$ cat src/rtl/ram_access_ctrl_if.sv
// Command/response bundle between a requester and ram_access_ctrl.
//   cmd_*  : valid/ready command channel (write = 1 for writes, wdata ignored on reads)
//   rsp_*  : valid/ready read-response channel (rdata plus out-of-range error flag)
// master : the requester side; slave : ram_access_ctrl.
interface ram_access_ctrl_if #(
  parameter int unsigned D_WIDTH = 16,
  parameter int unsigned A_WIDTH = 4
);
  logic               cmd_valid;
  logic               cmd_ready;
  logic               cmd_write;
  logic [A_WIDTH-1:0] cmd_addr;
  logic [D_WIDTH-1:0] cmd_wdata;
  logic               rsp_valid;
  logic               rsp_ready;
  logic [D_WIDTH-1:0] rsp_rdata;
  logic               rsp_err;

  modport master (
    output cmd_valid, cmd_write, cmd_addr, cmd_wdata, rsp_ready,
    input  cmd_ready, rsp_valid, rsp_rdata, rsp_err
  );

  modport slave (
    input  cmd_valid, cmd_write, cmd_addr, cmd_wdata, rsp_ready,
    output cmd_ready, rsp_valid, rsp_rdata, rsp_err
  );
endinterface

$ cat src/rtl/ram_access_ctrl.sv
// Single-clock initiator for a 1R/1W RAM with registered read data.
// After reset it clears every word to INIT_VALUE, then serves read/write commands from the
// bus interface. Read results return in order through a 2-entry response buffer; a credit rule
// on cmd_ready guarantees the buffer never overflows, so response backpressure is lossless.
// Ports:
//   clk, rst_n           clock (also the RAM clock) and async active-low reset
//   bus                  command/response interface (slave side)
//   init_done            high once the clear pass has finished
//   ram_address_write,
//   ram_data_write,
//   ram_write_enable     RAM write port
//   ram_address_read     RAM read address (holds last value when idle)
//   ram_data_read        RAM read data, one cycle after the address
module ram_access_ctrl #(
  parameter int unsigned         D_WIDTH    = 16,
  parameter int unsigned         A_WIDTH    = 4,
  parameter int unsigned         A_MAX      = 16,
  parameter logic [D_WIDTH-1:0]  INIT_VALUE = '0
) (
  input  logic               clk,
  input  logic               rst_n,
  ram_access_ctrl_if.slave   bus,
  output logic               init_done,
  output logic [A_WIDTH-1:0] ram_address_write,
  output logic [D_WIDTH-1:0] ram_data_write,
  output logic               ram_write_enable,
  output logic [A_WIDTH-1:0] ram_address_read,
  input  logic [D_WIDTH-1:0] ram_data_read
);

  localparam logic [A_WIDTH:0]   AMaxW    = (A_WIDTH+1)'(A_MAX);
  localparam logic [A_WIDTH-1:0] LastAddr = A_WIDTH'(A_MAX - 1);

  typedef enum logic [0:0] {StInit, StRun} state_e;

  state_e             state_q, state_d;
  logic [A_WIDTH-1:0] init_cnt_q, init_cnt_d;
  logic               rd_inflight_q;
  logic               rd_err_q;
  logic [A_WIDTH-1:0] rd_addr_q;
  logic [D_WIDTH-1:0] fifo_data_q [2];
  logic               fifo_err_q  [2];
  logic               wr_ptr_q, rd_ptr_q;
  logic [1:0]         count_q, count_d;

  logic               pop, push;
  logic [2:0]         credit_used;
  logic               in_range;
  logic               cmd_ready_c, accept, rd_accept;
  logic               we_c;
  logic [A_WIDTH-1:0] waddr_c;
  logic [D_WIDTH-1:0] wdata_c;
  logic [D_WIDTH-1:0] push_data;

  assign pop      = bus.rsp_valid & bus.rsp_ready;
  assign push     = rd_inflight_q;
  // Out-of-range reads never touched the RAM, so their slot carries zero data.
  assign push_data = rd_err_q ? '0 : ram_data_read;
  assign in_range = {1'b0, bus.cmd_addr} < AMaxW;
  // Slots already promised: buffered responses plus the read in flight, minus one leaving now.
  assign credit_used = {1'b0, count_q} + {2'b00, rd_inflight_q} - {2'b00, pop};

  always_comb begin
    state_d     = state_q;
    init_cnt_d  = init_cnt_q;
    cmd_ready_c = 1'b0;
    accept      = 1'b0;
    rd_accept   = 1'b0;
    we_c        = 1'b0;
    waddr_c     = '0;
    wdata_c     = '0;
    case (state_q)
      StInit: begin
        we_c       = 1'b1;
        waddr_c    = init_cnt_q;
        wdata_c    = INIT_VALUE;
        init_cnt_d = init_cnt_q + 1'b1;
        if (init_cnt_q == LastAddr) state_d = StRun;
      end
      StRun: begin
        cmd_ready_c = credit_used < 3'd2;
        accept      = bus.cmd_valid & cmd_ready_c;
        rd_accept   = accept & ~bus.cmd_write;
        if (accept & bus.cmd_write & in_range) begin
          we_c    = 1'b1;
          waddr_c = bus.cmd_addr;
          wdata_c = bus.cmd_wdata;
        end
      end
      default: state_d = StInit;
    endcase
  end

  always_comb begin
    count_d = count_q;
    if (push && !pop) count_d = count_q + 2'd1;
    if (pop && !push) count_d = count_q - 2'd1;
  end

  always_ff @(posedge clk or negedge rst_n) begin
    if (!rst_n) begin
      state_q       <= StInit;
      init_cnt_q    <= '0;
      rd_inflight_q <= 1'b0;
      rd_err_q      <= 1'b0;
      rd_addr_q     <= '0;
      wr_ptr_q      <= 1'b0;
      rd_ptr_q      <= 1'b0;
      count_q       <= 2'd0;
      for (int i = 0; i < 2; i++) begin
        fifo_data_q[i] <= '0;
        fifo_err_q[i]  <= 1'b0;
      end
    end else begin
      state_q       <= state_d;
      init_cnt_q    <= init_cnt_d;
      rd_inflight_q <= rd_accept;
      rd_err_q      <= rd_accept & ~in_range;
      if (rd_accept && in_range) rd_addr_q <= bus.cmd_addr;
      if (push) begin
        fifo_data_q[wr_ptr_q] <= push_data;
        fifo_err_q[wr_ptr_q]  <= rd_err_q;
        wr_ptr_q              <= ~wr_ptr_q;
      end
      if (pop) rd_ptr_q <= ~rd_ptr_q;
      count_q <= count_d;
    end
  end

  assign bus.cmd_ready = cmd_ready_c;
  assign bus.rsp_valid = count_q != 2'd0;
  assign bus.rsp_rdata = fifo_data_q[rd_ptr_q];
  assign bus.rsp_err   = fifo_err_q[rd_ptr_q];
  assign init_done     = state_q == StRun;

  // The write port is forced quiet while reset is held, even though the FSM sits in StInit.
  assign ram_write_enable  = we_c & rst_n;
  assign ram_address_write = rst_n ? waddr_c : '0;
  assign ram_data_write    = rst_n ? wdata_c : '0;
  assign ram_address_read  = (rd_accept && in_range) ? bus.cmd_addr : rd_addr_q;

endmodule

$ cat src/flat_wrapper.sv
// flat-port wrapper written by rule: the top's interface ports become plain ports
module ram_access_ctrl_flat 
#(
  parameter int unsigned         D_WIDTH    = 16,
  parameter int unsigned         A_WIDTH    = 4,
  parameter int unsigned         A_MAX      = 16,
  parameter logic [D_WIDTH-1:0]  INIT_VALUE = '0
)
  (clk, rst_n, init_done, ram_address_write, ram_data_write, ram_write_enable, ram_address_read, ram_data_read, bus_cmd_valid, bus_cmd_write, bus_cmd_addr, bus_cmd_wdata, bus_rsp_ready, bus_cmd_ready, bus_rsp_valid, bus_rsp_rdata, bus_rsp_err);
  ram_access_ctrl_if #(.D_WIDTH(D_WIDTH), .A_WIDTH(A_WIDTH)) bus_i ();
  input  logic clk;
  input  logic rst_n;
  output logic init_done;
  output logic [A_WIDTH-1:0] ram_address_write;
  output logic [D_WIDTH-1:0] ram_data_write;
  output logic ram_write_enable;
  output logic [A_WIDTH-1:0] ram_address_read;
  input  logic [D_WIDTH-1:0] ram_data_read;
  input wire logic [$bits(bus_i.cmd_valid)-1:0] bus_cmd_valid;
  input wire logic [$bits(bus_i.cmd_write)-1:0] bus_cmd_write;
  input wire logic [$bits(bus_i.cmd_addr)-1:0] bus_cmd_addr;
  input wire logic [$bits(bus_i.cmd_wdata)-1:0] bus_cmd_wdata;
  input wire logic [$bits(bus_i.rsp_ready)-1:0] bus_rsp_ready;
  output wire logic [$bits(bus_i.cmd_ready)-1:0] bus_cmd_ready;
  output wire logic [$bits(bus_i.rsp_valid)-1:0] bus_rsp_valid;
  output wire logic [$bits(bus_i.rsp_rdata)-1:0] bus_rsp_rdata;
  output wire logic [$bits(bus_i.rsp_err)-1:0] bus_rsp_err;
  assign bus_i.cmd_valid = bus_cmd_valid;
  assign bus_i.cmd_write = bus_cmd_write;
  assign bus_i.cmd_addr = bus_cmd_addr;
  assign bus_i.cmd_wdata = bus_cmd_wdata;
  assign bus_i.rsp_ready = bus_rsp_ready;
  assign bus_cmd_ready = bus_i.cmd_ready;
  assign bus_rsp_valid = bus_i.rsp_valid;
  assign bus_rsp_rdata = bus_i.rsp_rdata;
  assign bus_rsp_err = bus_i.rsp_err;
  ram_access_ctrl #(.D_WIDTH(D_WIDTH), .A_WIDTH(A_WIDTH), .A_MAX(A_MAX), .INIT_VALUE(INIT_VALUE)) u_core (.clk(clk), .rst_n(rst_n), .bus(bus_i), .init_done(init_done), .ram_address_write(ram_address_write), .ram_data_write(ram_data_write), .ram_write_enable(ram_write_enable), .ram_address_read(ram_address_read), .ram_data_read(ram_data_read));
endmodule
$ cat config.mk
export PLATFORM = sky130hd
export DESIGN_NAME = ram_access_ctrl_flat
export DESIGN_NICKNAME = d
export VERILOG_FILES = /design/src/rtl/ram_access_ctrl_if.sv /design/src/rtl/ram_access_ctrl.sv /design/src/flat_wrapper.sv
export SDC_FILE = /design/constraint.sdc
export NUM_CORES = 1
export LEC_CHECK = 0
export CORE_MARGIN = 4
export CORE_UTILIZATION = 44
export DETAILED_ROUTE_END_ITERATION = 7
export PLACE_DENSITY = 0.8
export SYNTH_ARGS = -nofsm -noshare
export SYNTH_HDL_FRONTEND = slang
export SYNTH_SLANG_ARGS = --single-unit
$ cat constraint.sdc
create_clock -name clk -period 6.3 [get_ports clk]
set_input_delay 1.89 -clock clk [delete_from_list [all_inputs] [get_ports clk]]
set_output_delay 1.89 -clock clk [all_outputs]
set_load 0.01 [all_outputs]
# Word-level counts from Yosys, hierarchy flattened
# Index checks and enable logic that the tools add are counted.
# W data, S select, Z words.
dict set report op_classes {
  addsub 5
  multipliers 0
  div 0
  n_lt_le_gt_ge 4
  eq_ne 1
  shifts 0
  muxes 26
  bitwise 13
  reduce_logical 7
}
# cell n
set op_table {}
lappend op_table {{$mux W16} 6}
lappend op_table {{$bwmux W32} 1}
lappend op_table {{$pmux W16 S2} 1}
lappend op_table {{$demux W16 S1} 1}
lappend op_table {{$mux W4} 3}
lappend op_table {{$mux W1} 9}
lappend op_table {{$pmux W4 S2} 1}
lappend op_table {{$and A1 B1 Y1} 5}
lappend op_table {{$add A4 B1 Y4 const B} 1}
lappend op_table {{$eq A4 B4 Y1 const B} 1}
lappend op_table {{$ge A2 B2 Y1 const B} 2}
lappend op_table {{$mux W2} 2}
lappend op_table {{$not A1 Y1} 4}
lappend op_table {{$not A1 Y2} 2}
lappend op_table {{$reduce_bool A2 Y1} 2}
lappend op_table {{$add A2 B1 Y3} 1}
lappend op_table {{$logic_and A1 B1 Y1} 3}
lappend op_table {{$lt A3 B2 Y1 const B} 1}
lappend op_table {{$sub A3 B1 Y3} 1}
lappend op_table {{$add A2 B1 Y2 const B} 1}
lappend op_table {{$and A2 B2 Y2} 1}
lappend op_table {{$logic_not A1 Y1} 2}
lappend op_table {{$lt A2 B1 Y1 const B} 1}
lappend op_table {{$not A2 Y2} 1}
lappend op_table {{3 further kinds} 3}
dict set report word_totals {
  register_bits 48
  latchBits 0
  mem_bits_rw 0
  romBits 0
  in_bits 41
  elab_cells 67
  mem_count 0
}

# Logic depth before layout (Yosys ltp)
# Gate-level depths: netlist of run 1.
dict set report logic_depth {
  ltp_word 9
  depth_mapped 8
  ltp_nobuf 7
}

# Worst setup path before layout of run 1
# Ideal clock, no wire load.
dict set report synth_path {
  path_kind {input to output}
  from {input bus_rsp_ready}
  to {output ram_address_read[0]}
  t_arrival_ps 3663
  required_ps 4410
  path_slack_ps 747
  stages 7
  path_buffers 0
  path_cell_list {and3b_2 a21oi_1 nand2b_1 fa_1 xor2_2 nor4b_4 mux2_2}
}
dict set report synth_between {
  elab_chain_len 7
}
# element line
set synth_rtl {}
lappend synth_rtl {{start, declared} flat_wrapper.sv:23} ;# input wire logic [$bits(bus_i.rsp_ready)-1:0] bus_rsp_ready;
lappend synth_rtl {{$and A1 B1 Y1} ram_access_ctrl.sv:55} ;# assign pop = bus.rsp_valid & bus.rsp_ready;
lappend synth_rtl {{$sub A3 B1 Y3} ram_access_ctrl.sv:61} ;# assign credit_used = {1'b0, count_q} + {2'b00, rd_inflight_q} - {2'b00, pop};
lappend synth_rtl {{$lt A3 B2 Y1} ram_access_ctrl.sv:81} ;# cmd_ready_c = credit_used < 3'd2;
lappend synth_rtl {{$and A1 B1 Y1} ram_access_ctrl.sv:82} ;# accept = bus.cmd_valid & cmd_ready_c;
lappend synth_rtl {{$and A1 B1 Y1} ram_access_ctrl.sv:83} ;# rd_accept = accept & ~bus.cmd_write;
lappend synth_rtl {{$mux W1} ram_access_ctrl.sv:72} ;# case (state_q)
lappend synth_rtl {{via u_core.rd_accept} ram_access_ctrl.sv:49} ;# logic cmd_ready_c, accept, rd_accept;
lappend synth_rtl {{$mux W4} ram_access_ctrl.sv:140} ;# assign ram_address_read = (rd_accept && in_range) ? bus.cmd_addr : rd_addr_q;
lappend synth_rtl {{end, declared} flat_wrapper.sv:17} ;# output logic [A_WIDTH-1:0] ram_address_read;
# The timed path passes the listed nets, and every way through them passes these cells.

# Worst setup path after layout of run 1
dict set report layout_path {
  from {input bus_rsp_ready}
  to {output ram_data_write[13]}
}
dict set report layout_between {
  elab_chain_len 8
}
# element line
set layout_rtl {}
lappend layout_rtl {{$and A1 B1 Y1} ram_access_ctrl.sv:55}
lappend layout_rtl {{$sub A3 B1 Y3} ram_access_ctrl.sv:61}
lappend layout_rtl {{$lt A3 B2 Y1} ram_access_ctrl.sv:81}
lappend layout_rtl {{$and A1 B1 Y1} ram_access_ctrl.sv:82}
lappend layout_rtl {{$and A1 B1 Y1} ram_access_ctrl.sv:84} ;# if (accept & bus.cmd_write & in_range) begin
lappend layout_rtl {{$mux W16} ram_access_ctrl.sv:84}
lappend layout_rtl {{$pmux W16 S2} ram_access_ctrl.sv:72}
lappend layout_rtl {{$mux W16} ram_access_ctrl.sv:139} ;# assign ram_data_write = rst_n ? wdata_c : '0;
lappend layout_rtl {{end, declared} flat_wrapper.sv:15} ;# output logic [D_WIDTH-1:0] ram_data_write;
# Every way passes these cells.

==> results of run 1 <==
worst max-delay path by stage:
stage | from | endpoint | slack, ns | cells after the start
final | bus_rsp_ready | ram_data_write[13] | 0.1 | 10
after CTS | bus_rsp_ready | ram_data_write[8] | 0.04 | 11
after detailed placement | bus_rsp_ready | ram_address_read[2] | -0.31 | 10
after global placement | bus_rsp_ready | ram_address_read[1] | -0.25 | 10
after floorplan | bus_rsp_ready | ram_address_read[0] | 0.75 | 7
after global routing | bus_rsp_ready | ram_data_write[13] | -0.02 | 10
where the power goes:
group          internal (mW)  switching, mW  leakage (nW)
logic                  0.407          0.212         0.911
registers              0.437         0.0869         0.579
clock network         0.0889          0.102        0.0434
total                  0.933          0.401          1.53
critical path: stages:
cell and delay [ns]:
clkdlybuf4s15_1 0.24, and3b_2 0.21, a21oi_1 0.05, nand2b_1 0.16, fa_2 0.54, nand3_1 0.14, nor3_4 0.25, buf_6 0.15
and2_1 0.13, clkdlybuf4s50_1 0.54
repair_timing:
item                       in CTS  in global routing
buffers inserted                0                  0
hold buffers                    0                  0
setup endpoints to repair      25                 16
cloned                          0                  1
pin swaps                       0                  1
hold endpoints to repair        0                  0
resized for setup              10                 10
flip-flops by register name, indices dropped and copies added (netlist names):
name / flops
u_core.count_q: 2
u_core.fifo_data_q: 32
u_core.fifo_err_q: 2
u_core.init_cnt_q: 4
u_core.init_done: 1
u_core.push: 1
u_core.rd_addr_q: 4
u_core.rd_ptr_q: 1
u_core.wr_ptr_q: 1
final cells by class:
cell class              count  area share [%]
clock inverters             2           0.443
flip-flops and latches     48            35.4
repair buffers             96            27.7
multi-input cells         113            31.3
clock buffers               6            2.44
inverters                   1           0.111
well taps                  70            2.58
cell families after synthesis:
kind of cell    synth area share (%)
simple gates                    11.9
mux                             26.5
xor+xnor                        3.00
buf+inv                         2.02
fa+ha+maj                       1.42
flops                           52.3
compound gates                  2.89
per-stage QoR:
step                      utilization [%]  setup TNS (ns)  instance area, um^2  setup WS (ns)  hold slack [ns]
after detailed placement             64.3           -5.83                 3270         -0.306            0.492
final                                66.8               0                 3390         0.0989            0.503
after global placement               64.3           -4.57                 3270         -0.248            0.468
after floorplan                         -               0                 2300          0.747            0.447
after CTS                            66.1               0                 3350         0.0445            0.509
after global routing                 66.8         -0.0546                 3390        -0.0191            0.522
layer usage:
metal | share of wire (%) | up-vias
met5 | 0 | -
met4 | 2.3 | 0
met3 | 2.5 | 10
met2 | 54 | 34
met1 | 41 | 834
li1 | - | 779
cells in the final DEF (no fill, tap or decap), types with 2 or more instances in the layout:
| cell | n |
|---|---|
| dlygate4sd2_1 | 8 |
| nor2b_1 | 2 |
| nand2_1 | 5 |
| xnor2_1 | 5 |
| and2_1 | 18 |
| dlymetal6s2s_1 | 5 |
| clkdlybuf4s50_1 | 70 |
| a32o_1 | 2 |
| buf_4 | 9 |
| a21oi_1 | 3 |
| buf_6 | 2 |
| clkbuf_8 | 6 |
| nand2b_1 | 3 |
| and3b_1 | 2 |
| nor3_1 | 2 |
| mux2_2 | 54 |
| a31o_2 | 3 |
| clkinvlp_4 | 2 |
| dfrtp_1 | 48 |
==> flow_metrics.py, run 1 <==
metrics = {
    "run_status": {
        "status": "complete, no violations",
    },
    "detailed_routing": {
        "wirelength_um": 5160,
        "drt_pre_antenna_iters": 4,
        "drc": 0,
        "drtAntennaViolNets": 0,
        "wire_per_inst_um": 15.3,
        "drt_iter0_markers": 28,
        "viasPerCell": 4.93,
        "vias": 1657,
    },
    "floorplan": {
        "die_x_um": 80.3,
        "initial_core_util_pct": 45.3,
        "fp.dieH_um": 80.3,
        "die_area_um2": 6440,
        "pin_count": 86,
        "core_area_um2": 5070,
        "rows": 26,
    },
    "logic_synthesis": {
        "syn_nets": 214,
        "ys_top_cells_by_count": "mux2_2, dfrtp_1, and2_1, nand2_1, xnor2_1",
        "async_reset_ff_share_pct": 100,
        "avgSynthCellArea_um2": 13.4,
        "synthFlopType": "dfrtp_1",
        "synth_top_cell_area_share_pct": 52.3,
        "yosysMostFrequentCell": "mux2_2",
        "synthTopCellsByArea": "dfrtp_1, mux2_2, and2_1",
        "syn-instance-count": 171,
        "synth_edf_count": 0,
        "yosysWarnings": 0,
        "ys_ff_latch": 48,
        "yosysTopAreaCell": "dfrtp_1",
        "synth_seq_area_share_pct": 52.3,
        "ys_types": 30,
        "syn_area_um2": 2300,
    },
    "place": {
        "hpwlAfterDp_um": 3800,
        "placed_cells": 327,
        "routabilityCongestion": 0.715,
        "io_buffers": 85,
    },
    "clocking": {
        "clock_latency_ns": 0.30,
        "htree_num_levels": 2,
        "cts_made_buffers": 5,
        "tritoncts": "built",
        "clkSlewWorstSetupHoldPaths_ns": 0.08,
        "cts.sinks": 48,
        "cts-root-buf": "clkbuf_8",
        "clk_path_buf_depth": 2,
    },
    "hold_path": {
        "min_from": "u_core.rd_addr_q[1]",
        "worstHoldPathCells": 1,
        "min_to": "u_core.rd_addr_q[1]",
        "min_path_type": "flip-flop to flip-flop",
    },
    "sta": {
        "fin_crit_ns": 6.20,
        "tightest_slew_ns": 0.903,
        "slew_viol_final": 0,
        "fmax_mhz": 161,
        "setup-violations-final": 0,
        "slew_headroom_pct": 39.5,
        "hold_viol_final": 0,
        "timing.final.crit_share_pct": 98.4,
        "finClkSkew_ns": 0.0130,
    },
    "global_routing": {
        "grt_pass1_wl_um": 8450,
        "grt_util_met1_pct": 20.4,
        "grt.overflow.total": 0,
        "grt_use_total_pct": 17.0,
        "grt_max_degree": 25,
        "met2_usage_pct": 30.0,
        "gr-max-usage-layer": "met2",
        "antenna_found_initial": 0,
        "grt_use_met3_pct": 3.03,
        "first_global_vias": 1827,
    },
    "pwr": {
        "power_mw": 1.33,
        "p_per_area_nw_per_um2": 393,
        "peakVddDrop_v": 0.000191,
        "p_leak_nw": 1.53,
    },
    "finish": {
        "syn_to_final_growth_pct": 47.5,
        "layout.nets": 308,
        "ff_latch_area_um2": 1200,
        "stdcell_count": 336,
        "multi_input_area_um2": 1060,
        "nFillCells": 416,
        "drive_above_1_share_pct": 32.0,
        "diodes": 0,
    },
    "critical_path": {
        "cp.required_ns": 4.41,
        "arrival_ns": 4.31,
        "r2r_slack_ns": 3.76,
        "rr_startpoint": "u_core.count_q[1]",
        "reg2regPathDepth": 8,
        "end_kind": "primary output",
        "crit_path_max_fanout": 8,
        "critPathLaunchType": "primary input",
        "worstReg2RegEnd": "u_core.rd_addr_q[2]",
        "worstSetupPathType": "primary input to primary output",
    },
    "flow_run": {
        "maxCapViolCount": 0,
    },
}
Note: power is estimated with default switching activity, not from simulation.
==> run 2: changes to the inputs <==
- MAX_ROUTING_LAYER: unset -> met4
- SLEW_MARGIN: unset -> 25
==> run 2 against run 1 <==
Compared with the run above: power barely moved; clock power about the same; clock skew about the same; clock-buffer cell count unchanged; wire length is 0.17% higher; non-clock buffer count stayed put; flip-flop and latch count unchanged; hold slack unchanged; via count up 0.54%; largest power group unchanged.
==> flow_metrics.py, run 2 (synthesized netlist as in run 1, its figures left out) <==
metrics = {
    "run_status": {
        "status": "complete, no violations",
    },
    "critical_path": {
        "r2r_slack_ns": 3.76,
        "reg2regPathDepth": 8,
        "crit_buf_inv": 3,
        "path_cells": "clkdlybuf4s15_1 > and3b_2 > a21oi_1 > nand2b_1 > fa_2 > nand3_1 > nor3_4 > buf_6 > and2_1 > clkdlybuf4s50_1",
        "arrival_ns": 4.31,
        "crit_cells": 10,
        "slowest_stage": "fa_2",
        "end_kind": "primary output",
        "worstSetupPathType": "primary input to primary output",
        "crit_path_max_fanout": 8,
        "critPathLaunchType": "primary input",
        "worstReg2RegEnd": "u_core.rd_addr_q[2]",
        "cpLargestDelayFamily": "buffers and inverters",
        "max_stage_delay_ns": 0.54,
        "cp.required_ns": 4.41,
        "rr_startpoint": "u_core.count_q[1]",
    },
    "finish": {
        "syn_to_final_growth_pct": 47.5,
        "regMostFlops": "u_core.fifo_data_q",
        "mostFrequentLayoutCells": "clkdlybuf4s50_1, mux2_2, dfrtp_1, and2_1, buf_4",
        "ff_latch_area_um2": 1200,
        "largest_reg_flops": 32,
        "largest_registers": "u_core.fifo_data_q x32, u_core.init_cnt_q x4, u_core.rd_addr_q x4",
        "drive_above_1_share_pct": 32.0,
        "utilization_pct": 66.8,
        "nFillCells": 416,
        "layout.nets": 308,
        "diodes": 0,
        "final_common_cell": "clkdlybuf4s50_1",
        "multi_input_area_um2": 1060,
    },
    "sta": {
        "setup_slack_ns": 0.0980,
        "setup-violations-final": 0,
        "tightest_slew_ns": 0.903,
        "slew_headroom_pct": 39.5,
        "hold_viol_final": 0,
        "fmax_mhz": 161,
        "fin_crit_ns": 6.20,
        "timing.final.crit_share_pct": 98.4,
        "fin_setup_tns_ns": 0,
        "slew_viol_final": 0,
        "finClkSkew_ns": 0.0129,
    },
    "detailed_routing": {
        "drt_iter0_markers": 30,
        "wire_per_inst_um": 15.4,
        "drt_pre_antenna_iters": 4,
        "drc": 0,
        "viasPerCell": 4.96,
        "drtAntennaViolNets": 0,
        "wirelength_um": 5160,
        "vias": 1666,
    },
    "global_routing": {
        "grt.overflow.total": 0,
        "grt_pass1_wl_um": 8450,
        "first_global_vias": 1826,
        "antenna_found_initial": 0,
        "grt_max_degree": 25,
        "grt_use_total_pct": 17.4,
    },
    "clocking": {
        "cts.sinks": 48,
        "clock_latency_ns": 0.30,
        "clk_path_buf_depth": 2,
        "holdBufCountCts": 0,
        "cts-root-buf": "clkbuf_8",
        "cts_made_buffers": 5,
        "htree_num_levels": 2,
        "clkSlewWorstSetupHoldPaths_ns": 0.08,
        "tritoncts": "built",
    },
    "place": {
        "hpwlAfterDp_um": 3800,
        "place_ws_ns": -0.306,
        "io_buffers": 85,
        "routabilityCongestion": 0.723,
    },
    "hold_path": {
        "min_to": "u_core.rd_addr_q[1]",
        "worstHoldPathCells": 1,
        "min_path_type": "flip-flop to flip-flop",
        "min_from": "u_core.rd_addr_q[1]",
    },
    "pwr": {
        "power_mw": 1.33,
        "peakVddDrop_v": 0.000190,
        "p_per_area_nw_per_um2": 393,
        "p_leak_nw": 1.53,
    },
    "floorplan": {
        "fp.dieH_um": 80.3,
        "rows": 26,
        "pin_count": 86,
        "core_area_um2": 5070,
        "die_area_um2": 6440,
        "die_x_um": 80.3,
        "initial_core_util_pct": 45.3,
    },
    "flow_run": {
        "maxCapViolCount": 0,
    },
}
[run 2: area by class of cell]
| cell class | instances | area share [%] |
|---|---|---|
| Clock buffer | 6 | 2.44 |
| Clock inverter | 2 | 0.443 |
| Inverter | 1 | 0.111 |
| Multi-Input combinational cell | 113 | 31.3 |
| Sequential cell | 48 | 35.4 |
| Tap cell | 70 | 2.58 |
| Timing Repair Buffer | 96 | 27.7 |
[run 2: repair_timing]
action / in CTS / in global routing
cloned: 0 / 1
endpoints found under the setup margin: 25 / 16
pin swaps: 0 / 1
buffers inserted: 0 / 0
resized for setup: 10 / 10
[run 2: per-stage QoR]
step	instance area, um^2	cells	hold WS (ns)
2_1_floorplan	2300	171	0.447
3_3_place_gp	3270	327	0.468
3_5_place_dp	3270	327	0.492
4_1_cts	3350	335	0.509
5_1_grt	3390	336	0.522
6_report	3390	336	0.503
[run 2: per-layer routing]
layer	global-route usage, %	part of all wire (%)	up-vias
li1	-	-	779
met1	20.4	41	837
met2	30.0	53	38
met3	3.03	2.7	12
met4	6.42	2.9	0
met5	-	0	-
[run 2: how the worst max path moves through the flow]
| stage | from | endpoint | slack, ns |
|---|---|---|---|
| 5_1_grt | bus_rsp_ready | ram_data_write[13] | -0.02 |
| 3_5_place_dp | bus_rsp_ready | ram_address_read[2] | -0.31 |
| 4_1_cts | bus_rsp_ready | ram_data_write[8] | 0.04 |
| 3_3_place_gp | bus_rsp_ready | ram_address_read[1] | -0.25 |
| 2_1_floorplan | bus_rsp_ready | ram_address_read[0] | 0.75 |
| 6_report | bus_rsp_ready | ram_data_write[13] | 0.1 |
[run 2: worst reg2reg max path, cell delays in order (launching register included)]
cell and delay [ns]:
dfrtp_1 0.55, and3b_2 0.26, a21oi_1 0.05, nand2b_1 0.16, fa_2 0.54, nand2_1 0.10
nor4b_4 0.23, buf_4 0.18, mux2_2 0.35
[run 2: power breakdown]
| part | internal [mW] | total (mW) | switching, mW |
|---|---|---|---|
| Clock | 0.0889 | 0.190 | 0.102 |
| Combinational | 0.407 | 0.620 | 0.212 |
| Sequential | 0.437 | 0.523 | 0.0869 |
| Total | 0.933 | 1.33 | 0.401 |
==> run 3: changes to the inputs <==
- CTS_CLUSTER_DIAMETER: unset -> 80
- MAX_ROUTING_LAYER: met4 -> unset
- SKIP_LAST_GASP: unset -> 1
==> results of run 3 <==
Same layout as run 1: the final DEF is identical, and so are final timing and power.
